<file path="src/rtl/ysyx_22041207_ifu_rbridge.sv">
// Instruction-fetch read bridge: turns one IF fetch request into a single-beat
// AXI4 read of the enclosing aligned doubleword and hands the data back to IF.
module ysyx_22041207_ifu_rbridge (
  input  logic        clk,
  input  logic        rst,

  input  logic        rx_r_valid_i,
  output logic        rx_r_ready_o,
  input  logic [63:0] rx_r_addr_i,
  input  logic [7:0]  rx_r_size_i,
  output logic [63:0] rx_data_read_o,
  output logic        rx_data_valid,
  input  logic        rx_data_ready,

  output logic        axi_arvalid,
  input  logic        axi_arready,
  output logic [63:0] axi_araddr,
  output logic [2:0]  axi_arsize,
  output logic [7:0]  axi_arlen,

  input  logic        axi_rvalid,
  output logic        axi_rready,
  input  logic [63:0] axi_rdata,
  input  logic [1:0]  axi_rresp,
  input  logic        axi_rlast,

  output logic        rd_err,
  output logic [31:0] fetch_cnt
);

  typedef enum logic [1:0] {
    IDLE,
    AR,
    R,
    DATA
  } state_t;

  state_t      state;
  logic [60:0] addr_q;
  logic        size_unused;

  // Byte-lane mask is accepted on the interface but not yet used.
  assign size_unused = ^rx_r_size_i;

  // Only the doubleword index is kept; the request is always 8 bytes, 1 beat.
  assign axi_araddr = {addr_q, 3'b000};
  assign axi_arsize = 3'b011;
  assign axi_arlen  = '0;

  always_ff @(posedge clk or posedge rst) begin
    if (rst) begin
      state          <= IDLE;
      addr_q         <= '0;
      rx_data_read_o <= '0;
      fetch_cnt      <= '0;
      rx_r_ready_o   <= 1'b1;
      axi_arvalid    <= 1'b0;
      axi_rready     <= 1'b0;
      rx_data_valid  <= 1'b0;
      rd_err         <= 1'b0;
    end else begin
      rd_err <= 1'b0;
      unique case (state)
        IDLE: begin
          if (rx_r_valid_i) begin
            addr_q       <= rx_r_addr_i[63:3];
            rx_r_ready_o <= 1'b0;
            axi_arvalid  <= 1'b1;
            state        <= AR;
          end
        end
        AR: begin
          if (axi_arready) begin
            axi_arvalid <= 1'b0;
            axi_rready  <= 1'b1;
            state       <= R;
          end
        end
        R: begin
          if (axi_rvalid) begin
            rx_data_read_o <= axi_rdata;
            // Bad responses are still delivered; the error is only flagged.
            rd_err         <= (axi_rresp != 2'b00) || !axi_rlast;
            axi_rready     <= 1'b0;
            rx_data_valid  <= 1'b1;
            state          <= DATA;
          end
        end
        DATA: begin
          if (rx_data_ready) begin
            rx_data_valid <= 1'b0;
            rx_r_ready_o  <= 1'b1;
            fetch_cnt     <= fetch_cnt + 32'd1;
            state         <= IDLE;
          end
        end
        default: begin
          rx_r_ready_o  <= 1'b1;
          axi_arvalid   <= 1'b0;
          axi_rready    <= 1'b0;
          rx_data_valid <= 1'b0;
          state         <= IDLE;
        end
      endcase
    end
  end

endmodule
</file>
<file path="config.mk">
export PLATFORM = sky130hd
export DESIGN_NAME = ysyx_22041207_ifu_rbridge
export DESIGN_NICKNAME = d
export VERILOG_FILES = /design/src/rtl/ysyx_22041207_ifu_rbridge.sv
export SDC_FILE = /design/constraint.sdc
export NUM_CORES = 1
export LEC_CHECK = 0
export ABC_AREA = 1
export CAP_MARGIN = 20
export CORE_MARGIN = 10
export CORE_UTILIZATION = 38
export DETAILED_ROUTE_END_ITERATION = 7
export GPL_TIMING_DRIVEN = 0
export PLACE_DENSITY = 0.83
export SYNTH_ARGS = -nofsm -noshare
export SYNTH_HDL_FRONTEND = slang
export SYNTH_SLANG_ARGS = --single-unit
</file>
<file path="constraint.sdc">
create_clock -name clk -period 6.15 [get_ports clk]
set_clock_uncertainty 0.15 [all_clocks]
set_input_delay 1.5375 -clock clk [delete_from_list [all_inputs] [get_ports clk]]
set_output_delay 1.5375 -clock clk [all_outputs]
set_load 0.05 [all_outputs]
</file>
### After elaboration in Yosys (flattened, before gate mapping)

Index checks and enable logic that the tools add are counted.

* register bits: 164
* input bits: 145
* output and inout bits: 176
* word-level logic and storage cells: 52

* add/subtract/negate cells: 1
* equality and inequality tests: 7
* muxes and demuxes: 19
* reduce and logical (&&, ||, !) cells: 16

Operators by type and width (number)
* 32-bit by 1-bit adder with 32-bit output, second input constant: 1
* 3-bit AND reduction: 4
* 1-bit two-way mux: 10
* 2-bit nonzero test: 5
* 2-bit two-way mux: 4
* 2-bit inequality test, second input constant: 4
* 1-bit one-hot mux with 2 select lines: 4
* 2-bit one-hot mux with 4 select lines: 1
* 2-bit AND reduction: 3
* 2-bit equality test, second input constant: 2
* 4-bit AND reduction: 1
* 2-bit by 1-bit equality test with 1-bit output, second input constant: 1
* 2-bit logical NOT: 1
* 1-bit logical NOT: 1
* 1-bit logical OR: 1

### Longest topological paths before layout

Gate-level depths: netlist (run 1).

* word-level depth: 4
* mapped depth: 9
* depth with buffers taken out: 9

### Least setup slack after synthesis (run 1)

OpenSTA, ideal clock, no wires.

* kind: input to register
* from: input rx_r_valid_i
* to: register addr_q[0]
* setup time: 0.125 ns
* arrival: 2.283 ns
* required time: 5.875 ns
* slack: 3.593 ns
* stages on the path: 3
* buffers on the path: 1
* path through: nand2_1 > buf_2 > mux2_2

* cells in the longest elaborated chain, start to end: 1

RTL lines
* start: declaration: RTL line 7 `input logic rx_r_valid_i,`
* 2-bit AND reduction (no line)
* end signal: assignment: RTL line 66 `addr_q <= rx_r_addr_i[63:3];`
* end: declaration: RTL line 39 `logic [60:0] addr_q;`

Every way passes these cells.
A chain may end at the register's enable or synchronous reset.

### Worst setup path in the final report (run 1)

* from: register rx_r_ready_o
* to: output rx_r_ready_o

RTL lines
* start: declaration: RTL line 8 `output logic rx_r_ready_o,`
* start signal: assignment: RTL line 56 `rx_r_ready_o <= 1'b1;`
* start signal: assignment: RTL line 67 `rx_r_ready_o <= 1'b0;`
* start signal: assignment: RTL line 92 `rx_r_ready_o <= 1'b1;`

No word-level cell between the ends.

==> out/metrics.yaml, run 1 <==
fin_nets: 1180
grtUsageTotal: 0.178
drc: 0
hold_violations: 0
drt_iter0_markers: 247
crit_buf_inv: 1
cp_max_fo: 2
die_x_um: 155
drv_slew: 0
finalCritPeriodShare: 0.561
cts_tree: "done"
wl_per_cell_um: 17.0
drive_gt1_frac: 0.129
rsz0062_at_grt: "false"
crit_path_max_incr_delay_ps: 820
grt_pass1_wl_um: 34100
dp_cells: 1240
dr.pass1.iters: 4
path_cells: "clkdlybuf4s50_1"
dieArea_mm2: 0.0241
postRouteAntennaNets: 0
hold_class: "flip-flop to flip-flop"
cts_setup_buffers: 0
cts_buffer_depth: 2
cp-startpoint: "rx_r_ready_o"
cp.required_ps: 4460
routed_wl_um: 21700
cap_violations: 0
hpwl_um: 17100
io_pins: 321
tns_ps: 0
synthMuxAreaShare: 0.0988
ir_drop_v: 0.000409
cts_inserted_buffers: 17
setup_viol: 0
synth_edf_count: 0
root_buffer: "clkbuf_16"
synth_common_cells: "nand2_1, dfrtp_1, mux2_2"
portBuffers: 295
syn_area_mm2: 0.00695
clkTransAtPathRegs_ps: 60
leakage_nw: 5.03
status: "finished, final reports clean"
start_kind: "flip-flop"
holdWs_ps: 322
critPathKind: "flip-flop to output port"
grt_max_degree: 92
place.gp.congestion: 0.822
yosysTopAreaCell: "dfrtp_1"
syn_to_final_growth_pct: 56.5
synth-compound-area-share: 0.00954
post-synth-top-count-cell: "nand2_1"
max_slew.worst_pin.slew_ps: 633
htree_levels: 4
min_from: "rx_r_ready_o"
cts-resized-gates: 0
die_y_um: 155
crit_slowest_cell: "clkdlybuf4s50_1"
r2r-start: "state[0]"
fin_cells: 1273
initial_core_util: 0.387
vias_per_cell: 4.68
avgSynthCellArea_um2: 9.89
maxSlewHeadroom: 0.578
fp-row-count: 49
cts_sinks: 164
synth_top_family_by_area: "simple AND/OR/NAND/NOR gates"
period_needed_ps: 3450
synth.top_cell.area_share: 0.587
cp-end-kind: "output port"
seq_area_frac_synth: 0.591
p_per_area_mw_per_mm2: 568
fmax_mhz: 290
synthCells: 703
core-area_mm2: 0.0180
ys_ff_latch: 164
antenna_found_initial: 1
cts_hold_repair.buffers: 0
crit_family: "buffers and inverters"
ys_types: 27
grt_pass1_vias: 6344
gr-total-overflow: 0
critPathArrivalTime_ps: 1760
synth_ff_type: "dfrtp_1"
yosys_warnings: 0
synth-simple-area-share: 0.227
synth-adder-area-share: 0.00900
synthTopCellsByArea: "dfrtp_1, nand2_1, mux2_2"
dr_total_vias: 5953
clkLatencyLatePin_ps: 410
async_flop_share: 1.00
synth-xor-area-share: 0.0187
## stage by stage
| step | total power (W) | utilization | setup slack, ps | area [um2] |
|---|---|---|---|---|
| final | 0.00617 | 0.605 | 2700 | 10900 |
| after global routing | 0.00647 | 0.605 | 2650 | 10900 |
| after CTS | 0.00625 | 0.605 | 2660 | 10900 |
| after detailed placement | 0.00513 | 0.572 | 2770 | 10300 |
| after global placement | 0.00506 | 0.570 | -2280 | 10200 |
| after floorplan | 0.00389 | - | 30.8 | 7000 |
## where the power goes
group	leakage, nW	internal [W]	switching [W]
Combinational	2.70	0.00113	0.00220
Clock	0.293	0.000624	0.000468
Sequential	2.04	0.00152	0.000236
## cells in the final DEF, fill, tap and decap left out
cell type | Yosys | layout
nor2_1 | 40 | 40
nor2_4 | 5 | 5
clkbuf_1 | 7 | 8
a31oi_1 | 1 | 1
dfstp_2 | 1 | 1
o21ai_0 | 10 | 10
nand3b_4 | 1 | 1
buf_4 | 14 | 14
buf_6 | 1 | 1
clkinvlp_4 | 0 | 1
dfrtp_1 | 163 | 163
xor2_2 | 1 | 1
nand4_1 | 4 | 4
buf_2 | 13 | 13
clkdlybuf4s50_1 | 0 | 295
inv_8 | 0 | 3
conb_1 | 2 | 14
nand3b_1 | 13 | 13
diode_2 | 0 | 1
nor3_1 | 3 | 3
nor2_2 | 4 | 4
nand2_1 | 299 | 299
ha_1 | 5 | 5
inv_6 | 0 | 5
a21oi_1 | 2 | 2
inv_1 | 29 | 28
clkbuf_16 | 0 | 17
bufinv_16 | 0 | 2
and2b_1 | 1 | 1
buf_16 | 0 | 1
clkinv_4 | 0 | 3
nand3_1 | 9 | 9
xnor2_1 | 5 | 5
nand2_4 | 1 | 1
clkbuf_8 | 0 | 1
xor2_1 | 8 | 8
mux2_2 | 61 | 61
## final timing paths
kind / to / cells past startpoint / slack (ps)
setup / recovery: rx_r_ready_o / 1 / 2700
min in group asynchronous: rx_data_read_o[63] / 2 / 1470
hold reg to reg: rx_r_ready_o / 2 / 320
max in group asynchronous: rx_r_ready_o / 3 / 3550
setup reg to reg: addr_q[3] / 5 / 4120
hold / removal: rx_r_ready_o / 2 / 320
## kinds of logic after synthesis
| family | after synthesis |
|---|---|
| muxes | 61 |
| adders and majority gates | 5 |
| DFF | 164 |
| xor gates and xnor gates | 14 |
| AOI/OAI and AO/OA | 13 |
| other | 2 |
| buffers and inverters | 64 |
| and+or+nand+nor | 380 |
## state kept, by name (all words and copies together) (netlist names)
register        count
rx_data_read_o     64
rx_data_valid       1
fetch_cnt          32
axi_rready          1
rx_r_ready_o        1
state               2
axi_arvalid         1
addr_q             61
rd_err              1
## layer usage
metal	wire, um	up-vias	GRT usage
met5	0	-	0
met4	394	0	0.0521
met3	2490	29	0.0896
met2	10700	247	0.298
met1	8120	2829	0.193
li1	-	2848	-
## area by class of cell
cell class | count | area, um2
fill | 1471 | 7090
sequential | 164 | 4110
timing repair buffer | 296 | 2980
multi-input combinational | 487 | 2570
clock buffer | 19 | 443
tap | 229 | 287
buffer | 35 | 208
clock inverter | 13 | 160
inverter | 29 | 116
antenna | 1 | 2.50
Power figures use the tool's default switching activity.
==> run 2: changes to the inputs <==
- clock period: 6.15 -> 3.05 ns (I/O delays scaled with it)
==> out/metrics.yaml, run 2 (synthesis gave the netlist of run 1 again) <==
drive_gt1_frac: 0.133
cp-end-kind: "output port"
gr-total-overflow: 0
cp_max_fo: 2
setup_viol: 0
grtUsageTotal: 0.176
hold_violations: 0
fmax_mhz: 369
min_from: "rx_data_read_o[53]"
crit_family: "buffers and inverters"
io_pins: 321
cp-startpoint: "rx_r_ready_o"
p_per_area_mw_per_mm2: 1130
fp-row-count: 49
critPathArrivalTime_ps: 1800
core-area_mm2: 0.0180
cts_inserted_buffers: 17
cts_buffer_depth: 2
cts_sinks: 164
final_cell_mix: "nand2_1, clkdlybuf4s50_1, dfrtp_1"
cap_violations: 0
syn_to_final_growth_pct: 56.7
clkLatencyLatePin_ps: 420
drc: 0
cp-endpoint: "rx_r_ready_o"
grt_pass1_wl_um: 33800
initial_core_util: 0.387
leakage_nw: 5.04
die_y_um: 155
dieArea_mm2: 0.0241
final_util: 0.606
routed_wl_um: 21700
place.gp.congestion: 0.834
critPathKind: "flip-flop to output port"
dp_cells: 1243
vias_per_cell: 4.57
dr.pass1.iters: 5
crit_buf_inv: 1
top_usage_layer: "met2"
cp.required_ps: 2140
postRouteAntennaNets: 0
grt_use_met2: 0.297
fin_nets: 1183
status: "finished, final reports clean"
fillCellCount: 1460
portBuffers: 295
use_met3: 0.0805
rsz0062_at_grt: "false"
r2r_end: "addr_q[42]"
cts_tree: "done"
crit_slowest_cell: "clkdlybuf4s50_1"
finalCritPeriodShare: 0.889
max_slew.worst_pin.slew_ps: 593
grt_pass1_vias: 6110
crit_path_max_incr_delay_ps: 850
root_buffer: "clkbuf_16"
ir_drop_v: 0.000793
r2r-start: "state[0]"
top_regs: "rx_data_read_o x64, addr_q x61, fetch_cnt x32"
cts_hold_repair.buffers: 0
hpwl_um: 17100
fin_cells: 1277
tns_ps: 0
antenna_found_initial: 2
die_x_um: 155
wl_per_cell_um: 17.0
path_cells: "clkdlybuf4s50_1"
r2r_cells: 5
clkTransAtPathRegs_ps: 70
grt_max_degree: 42
dr_total_vias: 5842
largest_reg_flops: 64
period_needed_ps: 2710
maxSlewHeadroom: 0.604
drt_iter0_markers: 280
cts-resized-gates: 0
final_common_cell: "nand2_1"
htree_levels: 4
drv_slew: 0
start_kind: "flip-flop"
met1_usage: 0.194
crit_cells: 1
cts_setup_buffers: 0
largest-register: "rx_data_read_o"
r2r_slack_ps: 1000
hold_class: "flip-flop to flip-flop"
==> run 2: layout make-up <==
class	count	area (um2)	share of cell area
clock buffers	18	439	0.0403
plain buffers	35	208	0.0191
clock inverters	14	128	0.0117
well taps	229	287	0.0263
repair buffers	299	3030	0.278
multi-input cells	487	2570	0.236
diodes	2	5.00	0.000460
flip-flops and latches	164	4110	0.377
inverters	29	113	0.0103
==> run 2: report_power, final <==
part	switching (W)	internal, W	leakage (nW)
Clock	0.000990	0.00111	0.281
Combinational	0.00443	0.00228	2.71
Sequential	0.000479	0.00306	2.04
Total	0.00590	0.00644	5.04
==> run 2: how the worst min path moves through the flow <==
stage | end | depth (start not counted) | slack (ps)
final | rx_data_read_o[53] | 2 | 330
after global routing | rx_data_read_o[37] | 2 | 350
after CTS | rx_data_read_o[53] | 2 | 330
after detailed placement | rx_data_read_o[37] | 2 | 310
after global placement | rx_r_ready_o | 2 | 310
after floorplan | state[1] | 2 | 430
==> run 2: stage by stage <==
step / worst slack [ps] / instance area (um2) / hold WS, ps / power, W
floorplan: 53.5 / 7000 / 430 / 0.00785
global placement: -1420 / 10200 / 310 / 0.0102
detailed placement: 431 / 10300 / 314 / 0.0103
CTS: 320 / 10900 / 333 / 0.0125
global route: 300 / 10900 / 349 / 0.0129
finish: 337 / 10900 / 329 / 0.0123
==> run 2: per-layer routing <==
| layer | vias to the layer above | wire length (um) |
|---|---|---|
| met4 | 0 | 350 |
| met5 | - | 0 |
| met1 | 2754 | 8300 |
| li1 | 2838 | - |
| met2 | 227 | 10800 |
| met3 | 23 | 2250 |
==> run 2: worst min-delay path, cell delays in order (launching register included) <==
cell and delay (ps):
dfrtp_1 340, nand2_1 50, nand2_1 50
